File: src/rtl/projectile_pool_if.sv
// Ship-firing / collision / render bundle between the shooter side and the
// projectile pool.
interface projectile_pool_if #(
    parameter int unsigned N_SLOTS = 4,
    parameter int unsigned X_W     = 10,
    parameter int unsigned Y_W     = 10
);
    localparam int unsigned IDX_W = $clog2(N_SLOTS);

    logic                   projectile;
    logic [X_W-1:0]         ship_x;
    logic [Y_W-1:0]         ship_y;
    logic                   frame_tick;
    logic                   hit_valid;
    logic [IDX_W-1:0]       hit_idx;
    logic [N_SLOTS-1:0]     active;
    logic [N_SLOTS*X_W-1:0] pos_x;
    logic [N_SLOTS*Y_W-1:0] pos_y;
    logic [IDX_W:0]         live_count;
    logic                   fire_dropped;

    modport master (
        output projectile, ship_x, ship_y, frame_tick, hit_valid, hit_idx,
        input  active, pos_x, pos_y, live_count, fire_dropped
    );

    modport slave (
        input  projectile, ship_x, ship_y, frame_tick, hit_valid, hit_idx,
        output active, pos_x, pos_y, live_count, fire_dropped
    );
endinterface

File: src/rtl/projectile_pool.sv
// Fixed pool of bullet slots: spawn at ship nose, move up per frame, retire.
// Optional fire cooldown enabled by defining PROJ_COOLDOWN_EN.
module projectile_pool #(
    parameter int unsigned N_SLOTS  = 4,
    parameter int unsigned X_W      = 10,
    parameter int unsigned Y_W      = 10,
    parameter int unsigned SPEED    = 4,
    parameter int unsigned NOSE_OFS = 8,
    parameter int unsigned COOLDOWN = 6
) (
    input logic              clk,
    input logic              reset,
    projectile_pool_if.slave bus
);
    localparam int unsigned IDX_W = $clog2(N_SLOTS);
    localparam int unsigned CNT_W = IDX_W + 1;
    localparam logic [Y_W-1:0] SPEED_Y = Y_W'(SPEED);
    localparam logic [Y_W-1:0] NOSE_Y  = Y_W'(NOSE_OFS);

    logic [N_SLOTS-1:0] active_q, active_d;
    logic [X_W-1:0]     x_q [N_SLOTS];
    logic [X_W-1:0]     x_d [N_SLOTS];
    logic [Y_W-1:0]     y_q [N_SLOTS];
    logic [Y_W-1:0]     y_d [N_SLOTS];
    logic [CNT_W-1:0]   count_q, count_d;
    logic               drop_q, drop_d;

    logic               any_free;
    logic [IDX_W-1:0]   spawn_idx;
    logic               spawn_ok;
    logic [Y_W-1:0]     spawn_y;
    logic               cd_busy;

`ifdef PROJ_COOLDOWN_EN
    localparam int unsigned CD_W = (COOLDOWN < 1) ? 1 : $clog2(COOLDOWN + 1);
    logic [CD_W-1:0] cd_q, cd_d;

    assign cd_busy = (cd_q != '0);

    always_comb begin
        cd_d = cd_q;
        if (spawn_ok) begin
            cd_d = CD_W'(COOLDOWN);
        end else if (bus.frame_tick && cd_busy) begin
            cd_d = cd_q - 1'b1;
        end
    end

    always_ff @(posedge clk) begin
        if (!reset) begin
            cd_q <= '0;
        end else begin
            cd_q <= cd_d;
        end
    end
`else
    logic unused_cooldown;
    assign unused_cooldown = (COOLDOWN != 0);
    assign cd_busy = 1'b0;
`endif

    // Lowest-index free slot, judged on the registered state only
    always_comb begin
        any_free  = 1'b0;
        spawn_idx = '0;
        for (int i = int'(N_SLOTS) - 1; i >= 0; i--) begin
            if (!active_q[i]) begin
                any_free  = 1'b1;
                spawn_idx = IDX_W'(i);
            end
        end
    end

    assign spawn_ok = bus.projectile && any_free && !cd_busy;
    assign spawn_y  = (bus.ship_y < NOSE_Y) ? '0 : bus.ship_y - NOSE_Y;
    assign drop_d   = bus.projectile && !spawn_ok;

    always_comb begin
        active_d = active_q;
        count_d  = '0;
        for (int i = 0; i < int'(N_SLOTS); i++) begin
            x_d[i] = x_q[i];
            y_d[i] = y_q[i];
            if (active_q[i]) begin
                if (bus.hit_valid && bus.hit_idx == IDX_W'(i)) begin
                    active_d[i] = 1'b0;
                end else if (bus.frame_tick) begin
                    if (y_q[i] >= SPEED_Y) begin
                        y_d[i] = y_q[i] - SPEED_Y;
                    end else begin
                        active_d[i] = 1'b0;
                    end
                end
            end else if (spawn_ok && spawn_idx == IDX_W'(i)) begin
                active_d[i] = 1'b1;
                x_d[i]      = bus.ship_x;
                y_d[i]      = spawn_y;
            end
        end
        for (int i = 0; i < int'(N_SLOTS); i++) begin
            count_d = count_d + {{(CNT_W-1){1'b0}}, active_d[i]};
        end
    end

    always_ff @(posedge clk) begin
        if (!reset) begin
            active_q <= '0;
            count_q  <= '0;
            drop_q   <= 1'b0;
            for (int i = 0; i < int'(N_SLOTS); i++) begin
                x_q[i] <= '0;
                y_q[i] <= '0;
            end
        end else begin
            active_q <= active_d;
            count_q  <= count_d;
            drop_q   <= drop_d;
            for (int i = 0; i < int'(N_SLOTS); i++) begin
                x_q[i] <= x_d[i];
                y_q[i] <= y_d[i];
            end
        end
    end

    assign bus.active       = active_q;
    assign bus.live_count   = count_q;
    assign bus.fire_dropped = drop_q;

    for (genvar g = 0; g < int'(N_SLOTS); g++) begin : g_pack
        assign bus.pos_x[g*X_W +: X_W] = x_q[g];
        assign bus.pos_y[g*Y_W +: Y_W] = y_q[g];
    end
endmodule
File: src/flat_wrapper.sv
// flat-port wrapper written by rule: the top's interface ports become plain ports
module projectile_pool_flat 
#(
    parameter int unsigned N_SLOTS  = 4,
    parameter int unsigned X_W      = 10,
    parameter int unsigned Y_W      = 10,
    parameter int unsigned SPEED    = 4,
    parameter int unsigned NOSE_OFS = 8,
    parameter int unsigned COOLDOWN = 6
)
  (clk, reset, bus_projectile, bus_ship_x, bus_ship_y, bus_frame_tick, bus_hit_valid, bus_hit_idx, bus_active, bus_pos_x, bus_pos_y, bus_live_count, bus_fire_dropped);
  projectile_pool_if #(.N_SLOTS(N_SLOTS), .X_W(X_W), .Y_W(Y_W)) bus_i ();
  input logic clk;
  input logic reset;
  input wire logic [$bits(bus_i.projectile)-1:0] bus_projectile;
  input wire logic [$bits(bus_i.ship_x)-1:0] bus_ship_x;
  input wire logic [$bits(bus_i.ship_y)-1:0] bus_ship_y;
  input wire logic [$bits(bus_i.frame_tick)-1:0] bus_frame_tick;
  input wire logic [$bits(bus_i.hit_valid)-1:0] bus_hit_valid;
  input wire logic [$bits(bus_i.hit_idx)-1:0] bus_hit_idx;
  output wire logic [$bits(bus_i.active)-1:0] bus_active;
  output wire logic [$bits(bus_i.pos_x)-1:0] bus_pos_x;
  output wire logic [$bits(bus_i.pos_y)-1:0] bus_pos_y;
  output wire logic [$bits(bus_i.live_count)-1:0] bus_live_count;
  output wire logic [$bits(bus_i.fire_dropped)-1:0] bus_fire_dropped;
  assign bus_i.projectile = bus_projectile;
  assign bus_i.ship_x = bus_ship_x;
  assign bus_i.ship_y = bus_ship_y;
  assign bus_i.frame_tick = bus_frame_tick;
  assign bus_i.hit_valid = bus_hit_valid;
  assign bus_i.hit_idx = bus_hit_idx;
  assign bus_active = bus_i.active;
  assign bus_pos_x = bus_i.pos_x;
  assign bus_pos_y = bus_i.pos_y;
  assign bus_live_count = bus_i.live_count;
  assign bus_fire_dropped = bus_i.fire_dropped;
  projectile_pool #(.N_SLOTS(N_SLOTS), .X_W(X_W), .Y_W(Y_W), .SPEED(SPEED), .NOSE_OFS(NOSE_OFS), .COOLDOWN(COOLDOWN)) u_core (.clk(clk), .reset(reset), .bus(bus_i));
endmodule
File: config.mk
export PLATFORM = sky130hd
export DESIGN_NAME = projectile_pool_flat
export DESIGN_NICKNAME = d
export VERILOG_FILES = /design/src/rtl/projectile_pool_if.sv /design/src/rtl/projectile_pool.sv /design/src/flat_wrapper.sv
export SDC_FILE = /design/constraint.sdc
export NUM_CORES = 1
export LEC_CHECK = 0
export CORE_MARGIN = 2
export CORE_UTILIZATION = 52
export CTS_CLUSTER_DIAMETER = 100
export DETAILED_ROUTE_END_ITERATION = 6
export HOLD_SLACK_MARGIN = 0.12
export PLACE_DENSITY = 0.82
export SYNTH_ARGS = -nofsm -noshare
export SYNTH_HDL_FRONTEND = slang
export SYNTH_SLANG_ARGS = --single-unit
File: constraint.sdc
create_clock -name clk -period 4.15 [get_ports clk]
set_input_delay 0.83 -clock clk [delete_from_list [all_inputs] [get_ports clk]]
set_output_delay 0.83 -clock clk [all_outputs]
set_load 0.1 [all_outputs]
---- Yosys cells after proc, flatten, opt, wreduce, memory -nomap -nowiden ----
Memory sizes are Yosys's and may differ from the RTL's.
Index checks and enable logic that the tools add are counted.
storage, ports and cells
  RAM bits ................................ 80
  output and inout bits ................... 88
  flip-flop bits (word level) ............. 8
  input port bits ......................... 27
  memories ................................ 2
cells by class
  $lt $le $gt $ge ......................... 5
  eq/ne operators ......................... 6
  mux-type cells .......................... 67
  $add $sub $neg .......................... 8
  reductions and logical operators ........ 13
  bitwise logic cells ..................... 8
memory list
  memory      words  bits a word  read ports  clocked after memory_dff  wr ports  RTL line               source
  u_core.x_q  4      10           4           0                         4         projectile_pool.sv:21  logic [X_W-1:0] x_q [N_SLOTS];
  u_core.y_q  4      10           4           0                         4         projectile_pool.sv:23  logic [Y_W-1:0] y_q [N_SLOTS];
operators by type and width
  kind                                                                                  number
  10-bit 2-to-1 mux                                                                     37
  10-bit by 3-bit greater-or-equal comparator with 1-bit output, second input constant  4
  10-bit by 3-bit subtractor with 10-bit output, second input constant                  4
  1-bit 2-to-1 mux                                                                      26
  1-bit logical AND                                                                     10
  10-bit by 4-bit less-than comparator with 1-bit output, second input constant         1
  10-bit by 4-bit subtractor with 10-bit output, second input constant                  1
  2-bit equality test, second input constant                                            4
  2-bit 2-to-1 mux                                                                      4
  1-bit OR                                                                              8
  3-bit by 1-bit adder with 3-bit output                                                2
  2-bit by 1-bit equality test with 1-bit output, second input constant                 2
  2-bit logical NOT                                                                     2
  1-bit by 1-bit adder with 2-bit output                                                1
  1-bit logical NOT                                                                     1

---- Longest topological paths before layout ----
  depth in word-level cells ............... 11
  mapped depth ............................ 11

---- Worst setup path before layout ----
No wires, ideal clock.
  path kind ............................... reg-to-reg
  from .................................... mem u_core.y_q[0][2]
  to ...................................... reg u_core.count_q[1], in the netlist u_core.bus.live_count[1]
  stages on the path, launching flop included .. 11
  data required time ...................... 4.035 ns
  slack ................................... 0.770 ns
  data arrival time ....................... 3.265 ns
  buffers on the path ..................... 0
  library setup time ...................... 0.115 ns
  clock period less this slack ............ 3.380 ns
  cells stage by stage .................... dfxtp_1 > ha_1 > or4b_1 > and3_1 > nand3_1 > nand3_1 > nand2_1 > ha_1 > fa_1 > ha_1 > and2_1
RTL lines
  element                 RTL line                source
  start: declaration      projectile_pool.sv:23
  end signal: assignment  projectile_pool.sv:116  count_q <= count_d;
  end: declaration        projectile_pool.sv:25   logic [CNT_W-1:0] count_q, count_d;

---- Final worst setup path ----
  from .................................... reg u_core.active_q[1], in the netlist u_core.bus.active[1]
  to ...................................... out bus_active[1]
RTL lines
  element                   RTL line                source
  start: declaration        projectile_pool.sv:20   logic [N_SLOTS-1:0] active_q, active_d;
  start signal: assignment  projectile_pool.sv:115  active_q <= active_d;
  end: declaration          flat_wrapper.sv:21      output wire logic [$bits(bus_i.active)-1:0] bus_active;
No word-level cell between the ends.

==> results.yml <==
drt:
  viasPerCell: 5.88
  wire_per_inst_um: 17.1
  ant_nets: 0
  vias: 4349
  drt_iter0_drc: 279
  drc: 0
  drt_pass1_iterations: 5
  wirelength_mm: 12.6
global_routing:
  antenna_found_initial: 0
  grt_pass1_wl_mm: 19.7
  grt_pass1_vias: 4005
  grt_max_degree: 59
  grtUsageTotal_pct: 28.5
  gr-total-overflow: 0
worst_setup_path:
  cp.buffers_inverters: 1
  cp.required_ns: 3.32
  cp-end-kind: "output pin"
  critical_path_peak_fanout: 14
  path_delay_family: "buffers and inverters"
  slowest_delay_ns: 1.24
  path_cells: "clkdlybuf4s50_1"
  cp.depth: 1
  crit_type: "reg -> out"
  start_kind: "flop"
  rr_worst_depth: 9
  cp.arrival_ns: 2.22
  slowest_stage: "clkdlybuf4s50_1"
clock_tree:
  ctsHoldBuffers: 0
  root_buffer: "clkbuf_8"
  clockBufferDepth: 2
  cts_sinks: 88
  htreeDepth: 3
  cts_made_buffers: 9
  cts_setup_buffers: 0
  insertion_delay_ns: 0.36
  path_clk_slew_ns: 0.10
  post_cts_resized: 0
  cts_tree: "yes"
die:
  dieArea_um2: 8850
  fp-row-count: 32
  die_width_um: 94.1
  core_um2: 7810
  initial_core_util_pct: 54.0
  io_pins: 115
  die_h_um: 94.1
synthesis:
  ys.flop_type: "dfxtp_1"
  yosys.area.top_type: "dfxtp_1"
  synth.avg_cell_area_um2: 7.96
  async_reset_ff_share_pct: 0
  syn_inst: 530
  synth_edf_count: 0
  yosysMostFrequentCell: "nand2_1"
  ys_top_cells_by_count: "nand2_1, dfxtp_1, a21oi_1"
  yosysWarnings: 0
  synth_top_area_share_pct: 41.8
  syn_area_um2: 4220
  seq_area_frac_synth_pct: 41.8
  syn-num-nets: 569
  synthTopCellsByArea: "dfxtp_1, nand2_1, a21oi_1"
  synth_seq_cells: 88
  synth_cell_types: 64
run:
  maxCapViolCount: 0
placement:
  gp_congestion: 0.894
  place_hpwl_mm: 8.83
  pre_cts_ws_ns: 0.899
  numPortBuffers: 114
power_and_ir_drop:
  ir_drop_v: 0.000259
  powerDensity_nw_per_um2: 372
  leakage_nw: 2.06
finish:
  syn_to_final_growth_pct: 33.4
  fin_nets: 671
  fillers: 630
  drive_gt1_share_pct: 5.65
  n_antenna_cell: 0
  postLayoutCoreUtil_pct: 72.1
timing:
  min_period_ns: 3.05
  setup_tns_ns: 0
  worstMarginPinSlew_ns: 1.03
  fin_skew_ns: 0.0128
  setup_viol: 0
  period_share_pct: 73.5
  fmax_ghz: 0.328
  drv_slew: 0
  grt_setup_unrepaired: "false"
  hold_viol: 0
  relSlewSlack_pct: 31.3
  setup_slack_ns: 1.10
worst_hold_path:
  min_path_type: "reg -> reg"
  min_path_cells: 2
outcome:
  outcome: "finished, final reports clean"
## kinds of logic after synthesis
| logic type | count (synthesis) | synth area share, % |
|---|---|---|
| muxes | 3 | 0.712 |
| DFF | 88 | 41.8 |
| xor gates and xnor gates | 11 | 2.28 |
| and+or+nand+nor | 223 | 24.9 |
| buffers and inverters | 47 | 4.48 |
| adders and majority gates | 12 | 3.74 |
| AOI/OAI and AO/OA | 146 | 22.1 |
## worst paths after layout
kind	slack (ns)	end	from
max reg2reg	1.22	u_core.bus.live_count[1]$_SDFF_PN0_	u_core.y_q[2][2]$_SDFFE_PN0P_
min reg2reg	0.46	u_core.x_q[2][0]$_SDFFE_PN0P_	u_core.x_q[2][0]$_SDFFE_PN0P_
min	0.46	u_core.x_q[2][0]$_SDFFE_PN0P_	u_core.x_q[2][0]$_SDFFE_PN0P_
max	1.10	bus_active[1]	u_core.bus.active[1]$_SDFF_PN0_
## power by group
part	total (mW)	switching, mW	internal (mW)
clock	0.636	0.333	0.303
sequential	0.911	0.0351	0.876
combinational	0.544	0.391	0.153
total	2.09	0.759	1.33
## per-stage QoR
| stage | area, um^2 | hold slack (ns) | power [mW] | cells |
|---|---|---|---|---|
| final | 5630 | 0.459 | 2.09 | 739 |
| after global routing | 5630 | 0.478 | 2.16 | 739 |
| after CTS | 5630 | 0.462 | 2.09 | 739 |
| after detailed placement | 5420 | 0.449 | 1.47 | 723 |
| after global placement | 5420 | 0.443 | 1.46 | 723 |
| after floorplan | 4220 | 0.887 | 1.32 | 530 |
## routing by layer
metal / global-route usage [%] / wire length, um / vias to the layer above / share of wire [%]
met1: 37.2 / 5340 / 2061 / 42
met5: 0 / 0 / - / 0
li1: - / - / 2069 / -
met2: 45.7 / 6130 / 185 / 48
met4: 14.9 / 427 / 0 / 3.4
met3: 4.01 / 748 / 34 / 5.9
## state kept, by name (all words and copies together), names as in the netlist
register / count
u_core.bus.active: 4
u_core.bus.fire_dropped: 1
u_core.bus.live_count: 3
u_core.x_q: 40
u_core.y_q: 40
## layout make-up
| cell class | count | area, um^2 | share of cell area, % |
|---|---|---|---|
| clock buffer | 10 | 138 | 2.45 |
| clock inverter | 6 | 73.8 | 1.31 |
| inverter | 17 | 63.8 | 1.13 |
| multi-input combinational | 395 | 2270 | 40.3 |
| sequential | 88 | 1760 | 31.3 |
| tap | 102 | 128 | 2.27 |
| timing repair buffer | 121 | 1190 | 21.2 |
## cells in the final DEF, fill, tap and decap left out, types with 3 or more instances in the layout
master / count
o21a_1: 6
a21oi_1: 72
o32a_1: 3
nand3_1: 27
mux2i_1: 3
and2_1: 6
ha_1: 11
o211ai_1: 3
clkdlybuf4s50_1: 114
nand2b_1: 3
o22ai_1: 3
o41ai_1: 3
inv_1: 17
nand2_1: 114
nand3b_1: 4
a31o_1: 3
dfxtp_1: 88
xor2_1: 7
xnor2_1: 4
nor3b_1: 4
or4_1: 4
and3_1: 3
nor3_1: 9
nor2_1: 30
a31oi_1: 8
clkbuf_8: 10
buf_4: 7
o21ai_0: 18
a32oi_1: 6
or3_1: 3
No activity file was read; power rests on OpenSTA's default activity.
